### config.mk
export PLATFORM = sky130hd
export DESIGN_NAME = mc_ctrl
export DESIGN_NICKNAME = d
export VERILOG_FILES = /design/src/rtl/mc_pkg.sv /design/src/rtl/mc_alu_dec.sv /design/src/rtl/mc_ctrl.sv
export SDC_FILE = /design/constraint.sdc
export NUM_CORES = 1
export LEC_CHECK = 0
export ABC_AREA = 1
export CELL_PAD_IN_SITES_DETAIL_PLACEMENT = 1
export CELL_PAD_IN_SITES_GLOBAL_PLACEMENT = 1
export CORE_UTILIZATION = 23
export CTS_BUF_LIST = sky130_fd_sc_hd__clkbuf_16
export DETAILED_ROUTE_END_ITERATION = 8
export GPL_ROUTABILITY_DRIVEN = 0
export GPL_TIMING_DRIVEN = 0
export HOLD_SLACK_MARGIN = 0.06
export PLACE_DENSITY = 0.85
export SLEW_MARGIN = 20
export SYNTH_ARGS = -nofsm -noshare
export SYNTH_HDL_FRONTEND = slang
export SYNTH_HIERARCHICAL = 1
export SYNTH_SLANG_ARGS = --single-unit
### constraint.sdc
create_clock -name i_clk -period 2 [get_ports i_clk]
set_clock_uncertainty 0.05 [all_clocks]
set_input_delay 0.4 -clock i_clk [delete_from_list [all_inputs] [get_ports i_clk]]
set_output_delay 0.4 -clock i_clk [all_outputs]
set_load 0.01 [all_outputs]
### src/rtl/mc_pkg.sv
// rtl/mc_pkg.sv - shared states, opcode/funct constants and select encodings for mc_ctrl
package mc_pkg;

    typedef enum logic [3:0] {
        ST_FETCH  = 4'd0,
        ST_DECODE = 4'd1,
        ST_MEMADR = 4'd2,
        ST_MEMRD  = 4'd3,
        ST_MEMWB  = 4'd4,
        ST_MEMWR  = 4'd5,
        ST_EXEC   = 4'd6,
        ST_ALUWB  = 4'd7,
        ST_BRANCH = 4'd8,
        ST_ADDIEX = 4'd9,
        ST_ADDIWB = 4'd10,
        ST_JUMP   = 4'd11
    } state_e;

    // Operation class handed to the ALU decoder.
    typedef enum logic [1:0] {
        ALUOP_ADD   = 2'd0,
        ALUOP_SUB   = 2'd1,
        ALUOP_FUNCT = 2'd2
    } aluop_e;

    localparam logic [5:0] OP_RTYPE = 6'b000000;
    localparam logic [5:0] OP_LW    = 6'b100011;
    localparam logic [5:0] OP_SW    = 6'b101011;
    localparam logic [5:0] OP_BEQ   = 6'b000100;
    localparam logic [5:0] OP_BNE   = 6'b000101;
    localparam logic [5:0] OP_ADDI  = 6'b001000;
    localparam logic [5:0] OP_J     = 6'b000010;

    localparam logic [5:0] FN_ADD = 6'b100000;
    localparam logic [5:0] FN_SUB = 6'b100010;
    localparam logic [5:0] FN_AND = 6'b100100;
    localparam logic [5:0] FN_OR  = 6'b100101;
    localparam logic [5:0] FN_SLT = 6'b101010;

    localparam logic [2:0] ALU_AND = 3'b000;
    localparam logic [2:0] ALU_OR  = 3'b001;
    localparam logic [2:0] ALU_ADD = 3'b010;
    localparam logic [2:0] ALU_SUB = 3'b110;
    localparam logic [2:0] ALU_SLT = 3'b111;

    localparam logic [1:0] SRCB_B     = 2'b00;
    localparam logic [1:0] SRCB_FOUR  = 2'b01;
    localparam logic [1:0] SRCB_IMM   = 2'b10;
    localparam logic [1:0] SRCB_IMMSH = 2'b11;

    localparam logic [1:0] PCSRC_ALU    = 2'b00;
    localparam logic [1:0] PCSRC_ALUOUT = 2'b01;
    localparam logic [1:0] PCSRC_JUMP   = 2'b10;

endpackage

### src/rtl/mc_alu_dec.sv
// rtl/mc_alu_dec.sv - maps operation class and funct field to the 3-bit ALU function code
module mc_alu_dec
    import mc_pkg::*;
#(
    parameter int FNW = 6
) (
    input  aluop_e         i_op,
    input  logic [FNW-1:0] i_funct,
    output logic [2:0]     o_alu_func,
    output logic           o_funct_illegal
);

    logic [2:0] funct_func;

    // The legality flag depends only on funct so DECODE can use it before EXEC.
    always_comb begin
        funct_func      = ALU_ADD;
        o_funct_illegal = 1'b0;
        case (i_funct)
            FN_ADD:  funct_func = ALU_ADD;
            FN_SUB:  funct_func = ALU_SUB;
            FN_AND:  funct_func = ALU_AND;
            FN_OR:   funct_func = ALU_OR;
            FN_SLT:  funct_func = ALU_SLT;
            default: o_funct_illegal = 1'b1;
        endcase
    end

    always_comb begin
        o_alu_func = ALU_ADD;
        case (i_op)
            ALUOP_ADD:   o_alu_func = ALU_ADD;
            ALUOP_SUB:   o_alu_func = ALU_SUB;
            ALUOP_FUNCT: o_alu_func = funct_func;
            default:     o_alu_func = ALU_ADD;
        endcase
    end

endmodule

### src/rtl/mc_ctrl.sv
// rtl/mc_ctrl.sv - multicycle MIPS-subset control FSM; MC_CTRL_BNE_EN adds bne support
module mc_ctrl
    import mc_pkg::*;
#(
    parameter int OPW = 6,
    parameter int FNW = 6
) (
    input  logic           i_clk,
    input  logic           i_rstn,
    input  logic [OPW-1:0] i_opcode,
    input  logic [FNW-1:0] i_funct,
    input  logic           i_alu_zero,
    output logic [2:0]     o_alu_func,
    output logic           o_alu_src_a,
    output logic [1:0]     o_alu_src_b,
    output logic [1:0]     o_pc_src,
    output logic           o_pc_en,
    output logic           o_iord,
    output logic           o_mem_we,
    output logic           o_ir_we,
    output logic           o_reg_dst,
    output logic           o_mem_to_reg,
    output logic           o_reg_we,
    output logic           o_illegal
);

    state_e state_q, state_d;
    aluop_e alu_op;
    logic   funct_illegal;
    logic   pc_write;
    logic   branch;
    logic   branch_cond;

    always_ff @(posedge i_clk or negedge i_rstn) begin
        if (!i_rstn) begin
            state_q <= ST_FETCH;
        end else begin
            state_q <= state_d;
        end
    end

`ifdef MC_CTRL_BNE_EN
    logic is_bne_q, is_bne_d;

    // Remembers which branch flavour was decoded so BRANCH can pick the condition.
    always_comb begin
        is_bne_d = is_bne_q;
        if (state_q == ST_DECODE) begin
            is_bne_d = (i_opcode == OP_BNE);
        end
    end

    always_ff @(posedge i_clk or negedge i_rstn) begin
        if (!i_rstn) begin
            is_bne_q <= 1'b0;
        end else begin
            is_bne_q <= is_bne_d;
        end
    end

    assign branch_cond = is_bne_q ? ~i_alu_zero : i_alu_zero;
`else
    assign branch_cond = i_alu_zero;
`endif

    mc_alu_dec #(
        .FNW(FNW)
    ) u_alu_dec (
        .i_op            (alu_op),
        .i_funct         (i_funct),
        .o_alu_func      (o_alu_func),
        .o_funct_illegal (funct_illegal)
    );

    always_comb begin
        state_d      = ST_FETCH;
        alu_op       = ALUOP_ADD;
        o_alu_src_a  = 1'b0;
        o_alu_src_b  = SRCB_B;
        o_pc_src     = PCSRC_ALU;
        pc_write     = 1'b0;
        branch       = 1'b0;
        o_iord       = 1'b0;
        o_mem_we     = 1'b0;
        o_ir_we      = 1'b0;
        o_reg_dst    = 1'b0;
        o_mem_to_reg = 1'b0;
        o_reg_we     = 1'b0;
        o_illegal    = 1'b0;

        case (state_q)
            ST_FETCH: begin
                o_ir_we     = 1'b1;
                pc_write    = 1'b1;
                o_alu_src_b = SRCB_FOUR;
                state_d     = ST_DECODE;
            end
            ST_DECODE: begin
                // The ALU precomputes the branch target while the opcode is decoded.
                o_alu_src_b = SRCB_IMMSH;
                case (i_opcode)
                    OP_LW, OP_SW: state_d = ST_MEMADR;
                    OP_RTYPE: begin
                        if (funct_illegal) begin
                            o_illegal = 1'b1;
                            state_d   = ST_FETCH;
                        end else begin
                            state_d   = ST_EXEC;
                        end
                    end
                    OP_BEQ:  state_d = ST_BRANCH;
`ifdef MC_CTRL_BNE_EN
                    OP_BNE:  state_d = ST_BRANCH;
`else
                    OP_BNE: begin
                        o_illegal = 1'b1;
                        state_d   = ST_FETCH;
                    end
`endif
                    OP_ADDI: state_d = ST_ADDIEX;
                    OP_J:    state_d = ST_JUMP;
                    default: begin
                        o_illegal = 1'b1;
                        state_d   = ST_FETCH;
                    end
                endcase
            end
            ST_MEMADR: begin
                o_alu_src_a = 1'b1;
                o_alu_src_b = SRCB_IMM;
                state_d     = (i_opcode == OP_SW) ? ST_MEMWR : ST_MEMRD;
            end
            ST_MEMRD: begin
                o_iord  = 1'b1;
                state_d = ST_MEMWB;
            end
            ST_MEMWB: begin
                o_reg_we     = 1'b1;
                o_mem_to_reg = 1'b1;
                state_d      = ST_FETCH;
            end
            ST_MEMWR: begin
                o_iord   = 1'b1;
                o_mem_we = 1'b1;
                state_d  = ST_FETCH;
            end
            ST_EXEC: begin
                o_alu_src_a = 1'b1;
                alu_op      = ALUOP_FUNCT;
                state_d     = ST_ALUWB;
            end
            ST_ALUWB: begin
                o_reg_we  = 1'b1;
                o_reg_dst = 1'b1;
                state_d   = ST_FETCH;
            end
            ST_BRANCH: begin
                o_alu_src_a = 1'b1;
                alu_op      = ALUOP_SUB;
                o_pc_src    = PCSRC_ALUOUT;
                branch      = 1'b1;
                state_d     = ST_FETCH;
            end
            ST_ADDIEX: begin
                o_alu_src_a = 1'b1;
                o_alu_src_b = SRCB_IMM;
                state_d     = ST_ADDIWB;
            end
            ST_ADDIWB: begin
                o_reg_we = 1'b1;
                state_d  = ST_FETCH;
            end
            ST_JUMP: begin
                o_pc_src = PCSRC_JUMP;
                pc_write = 1'b1;
                state_d  = ST_FETCH;
            end
            default: state_d = ST_FETCH;
        endcase
    end

    assign o_pc_en = pc_write | (branch & branch_cond);

endmodule

==> metrics.csv <==
stage;metric;value;unit
worst_setup_path;worst_ep_arrival_time;1680;ps
finish;final_cell_mix;buf_4, nor2_1, nand2_1;
worst_setup_path;crit_path_start_kind;flop;
floorplan;fp.dieH;52.5;µm
placed_design;hpwl;1730;µm
sta;finalSetupViolCount;3;
finish;final_nets;192;
logic_synthesis;netlist-cell-type-count;14;
detailed_routing;wirelength;3060;µm
sta;min_period;2130;ps
clock_tree;cts_tree;built;
finish;regMostFlops;state_q;
detailed_routing;dr_total_vias;996;
sta;tightest_slew;260;ps
logic_synthesis;yosys_warnings;6;
power;irDropWorstVdd;911;µV
detailed_routing;drc;0;
finish;drive_gt1_share;40.5;%
global_route;grt_pass1_wl;4660;µm
clock_tree;cts_sinks;4;
detailed_routing;drtIter0Drc;3;
status;status;complete, but fails checks;
floorplan;ioPinCount;31;
sta;slew_headroom;82.6;%
global_route;grt_usage;23.4;%
clock_tree;clk_latency;220;ps
worst_setup_path;crit_type;flop to primary output;
logic_synthesis;netlist_instances;113;
finish;final_area;1270;µm²
sta;holdWs;327;ps
logic_synthesis;syn_nets;130;
worst_setup_path;crit_required;1550;ps
clock_tree;clk_path_buf_depth;2;
finish;mostFrequentLayoutCell;buf_4;
placed_design;placed_area;922;µm²
clock_tree;cts_made_buffers;3;
global_route;antenna_found_initial;0;
finish;largest_reg_flops;4;
worst_setup_path;end_kind;primary output;
worst_setup_path;path_max_fanout;3;
floorplan;core;2300;µm²
global_route;gr-total-overflow;0;
placed_design;portBuffers;30;
placed_design;pre_cts_ws;-635;ps
floorplan;rows;17;
global_route;grt_max_degree;6;
worst_setup_path;ff2ff_setup_slack;640;ps
logic_synthesis;avgSynthCellArea;5.19;µm²
clock_tree;clock-root-buffer;clkbuf_16;
worst_setup_path;critPathLaunch;state_q[2];
sta;setup_ws;-127;ps
worst_hold_path;hold_path_class;primary input to async pin;
run;drv_cap;0;
detailed_routing;drt_first_pass_iters;4;
sta;timing.fmax;470;MHz
clock_tree;clkTransAtPathRegs;30;ps
detailed_routing;via_per_inst;4.96;
logic_synthesis;yosysSeqAreaShare;17.1;%
finish;area_growth;117;%
power;power_density;876;nW/µm²
floorplan;fp.dieW;52.5;µm
worst_setup_path;timing.rr.end;state_q[1];
clock_tree;cts_hold_buf;0;
floorplan;die_area;2760;µm²
finish;top_regs;state_q (4);
clock_tree;htree_levels;1;
worst_setup_path;r2r_start;state_q[1];
global_route;grt_pass1_vias;1064;
sta;rsz0062_at_grt;yes;
sta;hold_viol_final;0;
floorplan;start_util;25.5;%
detailed_routing;drt-wirelength-per-cell;15.2;µm
logic_synthesis;ys_ff_latch;4;
power;p_leak;0.705;nW
detailed_routing;antenna_left;0;
logic_synthesis;syn-cell-area;587;µm²
status;violations;setup timing;
sta;drv_slew;0;
finish;fillers;305;
finish;diodes;0;
worst_setup_path;reg2reg_depth;8;
sta;fin_crit_sh;106;%
how the worst max path moves through the flow:
stage | depth (start not counted) | end | slack, ps
finish | 9 | o_alu_func[0] | -130
global route | 9 | o_alu_func[0] | -200
CTS | 6 | o_pc_en | -180
detailed placement | 10 | o_alu_func[0] | -640
global placement | 10 | o_alu_func[0] | -590
floorplan | 8 | o_alu_func[0] | 80
critical path: stages, from the launching register on:
cell	delay, ps
dfrtp_2	430
nor2_4	160
inv_4	60
nor2_4	130
inv_2	50
ha_4	230
nor2_4	100
nand4_1	100
nand2_1	70
buf_2	120
layout make-up:
cell class	instances	area, µm²	share of cell area [%]
tap	28	35.0	2.75
timing repair buffer	57	468	36.7
sequential	4	104	8.15
multi-input combinational	85	499	39.2
inverter	24	92.6	7.27
clock buffer	3	75.1	5.89
metal layers:
layer  global-route usage (%)  share of wire [%]  vias up
met4                     16.7                3.4        0
met2                     43.2                 54       37
met3                     3.19                4.1       16
met5                        0                  0        -
met1                     23.5                 38      472
li1                         -                  -      471
synthesized netlist by cell type, drive strengths merged:
master	number	area [µm²]
nand3	8	45.0
nand2	23	86.3
a21oi	3	15.0
inv	24	90.1
o21ai	8	40.0
nand4	4	25.0
nor3	1	10.0
dfrtp	4	100
nor2	36	150
ha	2	25.0
logic make-up (layout without fill, tap and decap cells):
group / Yosys count / in the layout / share of synthesized area, %
AO/OA/AOI/OAI: 11 / 11 / 9.38
adder cells (fa/ha/maj): 2 / 2 / 4.26
buffers and inverters: 24 / 84 / 15.4
flip-flops: 4 / 4 / 17.1
AND/OR/NAND/NOR: 72 / 72 / 53.9
what timing repair did:
action                     4_1_cts  5_1_grt
resized for setup               61       16
pin swaps                       16        6
setup endpoints to repair       15       11
setup buffers                   22        5
power breakdown:
part           switching, mW  total (mW)  leakage, nW  internal [mW]
combinational          0.378       0.655        0.619          0.277
sequential            0.0445       0.154       0.0489          0.110
clock                 0.0519       0.307       0.0370          0.255
stage by stage:
stage                     power (mW)  cells  util (%)  setup TNS (ps)
final                           1.12    201      55.4            -232
after global routing            1.18    201      55.4            -608
after CTS                       1.05    196      51.9            -281
after detailed placement       0.682    171      40.1           -2140
after global placement         0.667    171      40.1           -1960
after floorplan                0.399    113         -               0
Power figures use the tool's default switching activity.
